**config.mk**
```make
export PLATFORM = sky130hd
export DESIGN_NAME = conv_dp_acc_requant
export DESIGN_NICKNAME = d
export VERILOG_FILES = /design/src/rtl/conv_arith_pkg.sv /design/src/rtl/fixed_round_sat.sv /design/src/rtl/conv_dp_acc_requant.sv
export SDC_FILE = /design/constraint.sdc
export NUM_CORES = 2
export LEC_CHECK = 0
export CORE_MARGIN = 1.5
export CORE_UTILIZATION = 58
export DETAILED_ROUTE_END_ITERATION = 7
export PLACE_DENSITY_LB_ADDON = 0.08
export SLEW_MARGIN = 20
export SYNTH_ARGS = -nofsm -noshare
export SYNTH_HDL_FRONTEND = slang
export SYNTH_HIERARCHICAL = 1
export SYNTH_SLANG_ARGS = --single-unit
```
**constraint.sdc**
```tcl
create_clock -name clk -period 21.3 [get_ports clk]
set_clock_uncertainty 0.05 [all_clocks]
set_input_delay 6.39 -clock clk [delete_from_list [all_inputs] [get_ports clk]]
set_output_delay 6.39 -clock clk [all_outputs]
set_load 0.005 [all_outputs]
```
**src/rtl/conv_arith_pkg.sv**
```systemverilog
// Shared width helpers, word typedefs and fixed-point align/round/saturate
// functions for the convolution arithmetic core.
package conv_arith_pkg;

   function automatic int acc_width(input int in_w, input int w_w, input int dp, input int depth);
      return in_w + w_w + $clog2(dp * depth);
   endfunction

   function automatic int acc_frac(input int in_frac, input int w_frac);
      return in_frac + w_frac;
   endfunction

   localparam int DEF_ACC_W = acc_width(16, 8, 4, 16);
   localparam int DEF_OUT_W = 16;

   typedef logic signed [DEF_ACC_W-1:0] acc_word_t;
   typedef logic signed [DEF_OUT_W-1:0] out_word_t;

   // Moves a value from src_frac to dst_frac fractional bits.
   function automatic logic signed [63:0] align_frac(input logic signed [63:0] v,
                                                     input int src_frac, input int dst_frac);
      logic signed [63:0] r;
      if (dst_frac >= src_frac) begin
         r = v <<< (dst_frac - src_frac);
      end else begin
         r = v >>> (src_frac - dst_frac);
      end
      return r;
   endfunction

   function automatic logic signed [63:0] round_sat(input logic signed [63:0] v, input int in_frac,
                                                    input int out_frac, input int out_w);
      logic signed [63:0] r;
      logic signed [63:0] max_v;
      logic signed [63:0] min_v;
      if (out_frac < in_frac) begin
         r = (v + (64'sd1 <<< (in_frac - out_frac - 1))) >>> (in_frac - out_frac);
      end else begin
         r = v <<< (out_frac - in_frac);
      end
      max_v = (64'sd1 <<< (out_w - 1)) - 64'sd1;
      min_v = -(64'sd1 <<< (out_w - 1));
      if (r > max_v) begin
         r = max_v;
      end else if (r < min_v) begin
         r = min_v;
      end else begin
         r = r;
      end
      return r;
   endfunction

endpackage

```
**src/rtl/fixed_round_sat.sv**
```systemverilog
// Per-channel requantiser: aligns the bias to the accumulator format, adds it,
// rounds half up and saturates to the output word.
module fixed_round_sat
   import conv_arith_pkg::*;
#(
   parameter int ACC_W     = 30,
   parameter int ACC_FRAC  = 7,
   parameter int B_WIDTH   = 8,
   parameter int B_FRAC    = 4,
   parameter int OUT_WIDTH = 16,
   parameter int OUT_FRAC  = 4,
   parameter int HAS_BIAS  = 1
) (
   input  logic signed [ACC_W-1:0]     acc,
   input  logic signed [B_WIDTH-1:0]   bias,
   output logic signed [OUT_WIDTH-1:0] q
);

   logic signed [63:0]    bias_ext_s;
   logic signed [ACC_W:0] sum_s;
   logic signed [63:0]    res_s;

   // bias alignment, one-bit-wider sum, then round and clamp
   always_comb begin
      bias_ext_s = (HAS_BIAS != 0) ? align_frac(64'(bias), B_FRAC, ACC_FRAC) : 64'sd0;
      sum_s      = (ACC_W+1)'(acc) + (ACC_W+1)'(bias_ext_s);
      res_s      = round_sat(64'(sum_s), ACC_FRAC, OUT_FRAC, OUT_WIDTH);
   end

   assign q = OUT_WIDTH'(res_s);

endmodule

```
**src/rtl/conv_dp_acc_requant.sv**
```systemverilog
// OC_PAR parallel DP_SIZE-lane dot-product accumulators with a programmable
// window depth and a fused bias/round/saturate output stage.
module conv_dp_acc_requant
   import conv_arith_pkg::*;
#(
   parameter int IN_WIDTH      = 16,
   parameter int IN_FRAC       = 3,
   parameter int W_WIDTH       = 8,
   parameter int W_FRAC        = 4,
   parameter int B_WIDTH       = 8,
   parameter int B_FRAC        = 4,
   parameter int OUT_WIDTH     = 16,
   parameter int OUT_FRAC      = 4,
   parameter int DP_SIZE       = 4,
   parameter int OC_PAR        = 2,
   parameter int MAX_ACC_DEPTH = 16,
   parameter int HAS_BIAS      = 1,
   localparam int DW           = $clog2(MAX_ACC_DEPTH + 1)
) (
   input  logic                                  clk,
   input  logic                                  rst,
   input  logic [DW-1:0]                         acc_depth,
   input  logic [DP_SIZE-1:0][IN_WIDTH-1:0]      data_in_0,
   input  logic                                  data_in_0_valid,
   output logic                                  data_in_0_ready,
   input  logic [OC_PAR*DP_SIZE-1:0][W_WIDTH-1:0] weight,
   input  logic                                  weight_valid,
   output logic                                  weight_ready,
   input  logic [OC_PAR-1:0][B_WIDTH-1:0]        bias,
   input  logic                                  bias_valid,
   output logic                                  bias_ready,
   output logic [OC_PAR-1:0][OUT_WIDTH-1:0]      data_out_0,
   output logic                                  data_out_0_valid,
   input  logic                                  data_out_0_ready,
   output logic                                  busy
);

   localparam int ACC_W    = acc_width(IN_WIDTH, W_WIDTH, DP_SIZE, MAX_ACC_DEPTH);
   localparam int ACC_FRAC = acc_frac(IN_FRAC, W_FRAC);

   logic [DW-1:0]                    cnt_r;
   logic [DW-1:0]                    depth_r;
   logic [DW-1:0]                    depth_eff_s;
   logic                             last_s;
   logic                             slot_ok_s;
   logic                             fire_s;
   logic                             out_valid_r;
   logic signed [ACC_W-1:0]          acc_r [OC_PAR];
   logic signed [ACC_W-1:0]          dot_s [OC_PAR];
   logic signed [ACC_W-1:0]          sum_s [OC_PAR];
   logic [OC_PAR-1:0][OUT_WIDTH-1:0] out_r;
   logic [OC_PAR-1:0][OUT_WIDTH-1:0] rq_s;

   // window depth is live on the first beat and latched afterwards; only the final beat can stall
   always_comb begin
      if (cnt_r == {DW{1'b0}}) begin
         if (acc_depth == {DW{1'b0}}) begin
            depth_eff_s = DW'(1'b1);
         end else begin
            depth_eff_s = acc_depth;
         end
      end else begin
         depth_eff_s = depth_r;
      end
      last_s = (cnt_r == depth_eff_s - DW'(1'b1));
      if (!rst) begin
         slot_ok_s = 1'b0;
      end else if (!last_s) begin
         slot_ok_s = 1'b1;
      end else begin
         slot_ok_s = (!out_valid_r | data_out_0_ready) & ((HAS_BIAS == 0) | bias_valid);
      end
   end

   assign fire_s           = data_in_0_valid & weight_valid & slot_ok_s;
   assign data_in_0_ready  = weight_valid & slot_ok_s;
   assign weight_ready     = data_in_0_valid & slot_ok_s;
   assign bias_ready       = (HAS_BIAS != 0) ? (fire_s & last_s) : rst;
   assign busy             = (cnt_r != {DW{1'b0}});
   assign data_out_0       = out_r;
   assign data_out_0_valid = out_valid_r;

   // this beat's dot products and the running sums they produce
   always_comb begin
      for (int i = 0; i < OC_PAR; i++) begin
         dot_s[i] = {ACC_W{1'b0}};
         for (int k = 0; k < DP_SIZE; k++) begin
            dot_s[i] = dot_s[i] + ACC_W'($signed(data_in_0[k])) * ACC_W'($signed(weight[i*DP_SIZE+k]));
         end
         if (cnt_r == {DW{1'b0}}) begin
            sum_s[i] = dot_s[i];
         end else begin
            sum_s[i] = acc_r[i] + dot_s[i];
         end
      end
   end

   for (genvar gi = 0; gi < OC_PAR; gi++) begin : g_rq
      fixed_round_sat #(
         .ACC_W    (ACC_W),
         .ACC_FRAC (ACC_FRAC),
         .B_WIDTH  (B_WIDTH),
         .B_FRAC   (B_FRAC),
         .OUT_WIDTH(OUT_WIDTH),
         .OUT_FRAC (OUT_FRAC),
         .HAS_BIAS (HAS_BIAS)
      ) u_rq (
         .acc (sum_s[gi]),
         .bias($signed(bias[gi])),
         .q   (rq_s[gi])
      );
   end

   // beat counter, accumulators and output register
   always_ff @(posedge clk) begin
      if (!rst) begin
         cnt_r       <= {DW{1'b0}};
         depth_r     <= {DW{1'b0}};
         out_valid_r <= 1'b0;
         out_r       <= {(OC_PAR*OUT_WIDTH){1'b0}};
         for (int i = 0; i < OC_PAR; i++) begin
            acc_r[i] <= {ACC_W{1'b0}};
         end
      end else begin
         if (fire_s) begin
            for (int i = 0; i < OC_PAR; i++) begin
               acc_r[i] <= sum_s[i];
            end
            if (cnt_r == {DW{1'b0}}) begin
               depth_r <= depth_eff_s;
            end
            if (last_s) begin
               cnt_r <= {DW{1'b0}};
            end else begin
               cnt_r <= cnt_r + DW'(1'b1);
            end
         end
         // a drain and a new result in the same cycle reload the register and keep valid high
         if (fire_s & last_s) begin
            out_r       <= rq_s;
            out_valid_r <= 1'b1;
         end else if (data_out_0_ready) begin
            out_valid_r <= 1'b0;
         end
      end
   end

endmodule

```
==> flow_metrics.tcl <==
set metrics [dict create \
    core_sq_um 83950 \
    fmax_mhz 51.42 \
    wl_mm 137.4 \
    area_growth_pct 6.386 \
    setup_violations 0 \
    cts_buffers 9 \
    rows 106 \
    ioPinCount 192 \
    port_buffers 191 \
    min_period_over_period 0.9131 \
    cts_tree "done" \
    hpwl_mm 117.4 \
    antenna_found_initial 18 \
    htreeDepth 3 \
    die_h_microns 294.8 \
    grt_max_degree 68 \
    cts-root-buf "clkbuf_16" \
    grt_overflow 0 \
    hp-start "data_out_0[24]$_SDFFE_PN0P_" \
    drive_above_1_share 0.02748 \
    fp.dieW_microns 294.8 \
    grt_pass1_wl_mm 219.0 \
    cts_sinks 103 \
    clk_pin_slew_worst_paths_ns 0.08 \
    hold_viol 0 \
    synthesis.area_per_instance_sq_um 9.028 \
    die_area_sq_um 86880 \
    nFillCells 7358 \
    ant_nets 0 \
    cpPeakStageDelay_ns 1.16 \
    postCtsSetupBuffers 0 \
    drtIter0Drc 2827 \
    syn_area_sq_um 49370 \
    tns_ns 0 \
    dr.pass1.iters 6 \
    required_ns 21.52 \
    fin_crit_ns 19.45 \
    critPathArrivalTime_ns 19.67 \
    post_cts_resized 0 \
    status "finished clean" \
    worst_pin_slew_ns 1.113 \
    track_usage 0.3304 \
    start_kind "input port" \
    drv_cap 0 \
    syn_inst 5469 \
    cts_hold_buf 0 \
    grt_pass1_vias 38840 \
    viasPerCell 5.520 \
    cts_max_path_buffers 2 \
    cp_max_fo 16 \
    clkLatencyLatePin_ns 0.39 \
    rr_startpoint "acc_r[0][0]$_SDFFCE_PN0P_" \
    num_vias 36840 \
    wl_per_cell_microns 20.59 \
    critical_path_class "in2reg" \
    slew_violations 0 \
    crit_top_cell "fa_1" \
    slew_headroom 0.2555 \
    crit_path_end_kind "register" \
    gp_congestion 0.9898 \
    synth.net_count 7123 \
    start_util 0.5881 \
    nNetsFinal 7180 \
    drc 0 \
    setup.worst_path.start "data_in_0[53]" \
    hp-class "reg2reg" \
    rsz0062_at_grt "no" \
    crit_slowest_cell "clkdlybuf4s50_1" \
    yosysWarningCount 6 \
]
-- state kept, by name, indices dropped and copies added, names as in the netlist --
name / cells
depth_r: 5
cnt_r: 5
acc_r: 60
data_out_0_valid: 1
data_out_0: 32
-- path summary, 6_finish.rpt --
check	to	depth (start not counted)	slack, ns
worst max-delay path	data_out_0[2]$_SDFFE_PN0P_	45	1.85
worst max register to register	data_out_0[5]$_SDFFE_PN0P_	22	14.70
worst min-delay path	data_out_0[24]$_SDFFE_PN0P_	2	0.40
worst min register to register	data_out_0[24]$_SDFFE_PN0P_	2	0.40
-- cell usage in the layout, fill, tap and decap left out, types with 61 or more instances in the layout --
| master | n |
|---|---|
| inv_1 | 1304 |
| fa_1 | 1136 |
| nand2_1 | 733 |
| and2_1 | 392 |
| ha_1 | 363 |
| clkdlybuf4s50_1 | 191 |
| a21oi_1 | 156 |
| nor2_1 | 120 |
| o21ai_0 | 107 |
| xnor2_1 | 105 |
| nand2b_1 | 91 |
| nor2b_1 | 69 |
| xor2_1 | 61 |
-- cell type report --
cell class / instances / area (sq um) / area share
diodes: 8 / 20.02 / 0.0003811
clock buffers: 9 / 225.2 / 0.004288
clock inverters: 7 / 100.1 / 0.001906
inverters: 1306 / 4907 / 0.09343
multi-input cells: 3867 / 40920 / 0.7790
flip-flops and latches: 103 / 2663 / 0.05069
well taps: 1134 / 1419 / 0.02701
repair buffers: 239 / 2272 / 0.04326
-- through the flow --
stage	hold slack (ns)	utilization	instances	instance area [sq um]	worst slack (ns)
2_1_floorplan	0.4014	-	5469	49370	4.449
3_3_place_gp	0.3934	0.6215	6649	52180	1.728
3_5_place_dp	0.3937	0.6215	6649	52180	1.737
4_1_cts	0.4061	0.6254	6665	52510	2.101
5_1_grt	0.4258	0.6254	6666	52510	1.227
6_report	0.4026	0.6257	6673	52530	1.851
-- critical path: cells and delay by family --
family	cells	cell delay (ns)
adder cells (fa/ha/maj)	11	5.20
AO/OA/AOI/OAI	17	4.85
buffers and inverters	8	1.58
AND/OR/NAND/NOR	6	0.86
XOR/XNOR	3	0.76
-- layer usage --
layer  track usage  up-vias  share of wire
met3       0.06463      207          0.091
li1              -    16610              -
met2        0.5169     1305           0.45
met1        0.4793    18690           0.43
met4       0.06864       20          0.023
met5             0        -        0.00093
Power is not shown: default switching activity piles up to over one toggle a cycle in this logic, so the estimate is an artifact.
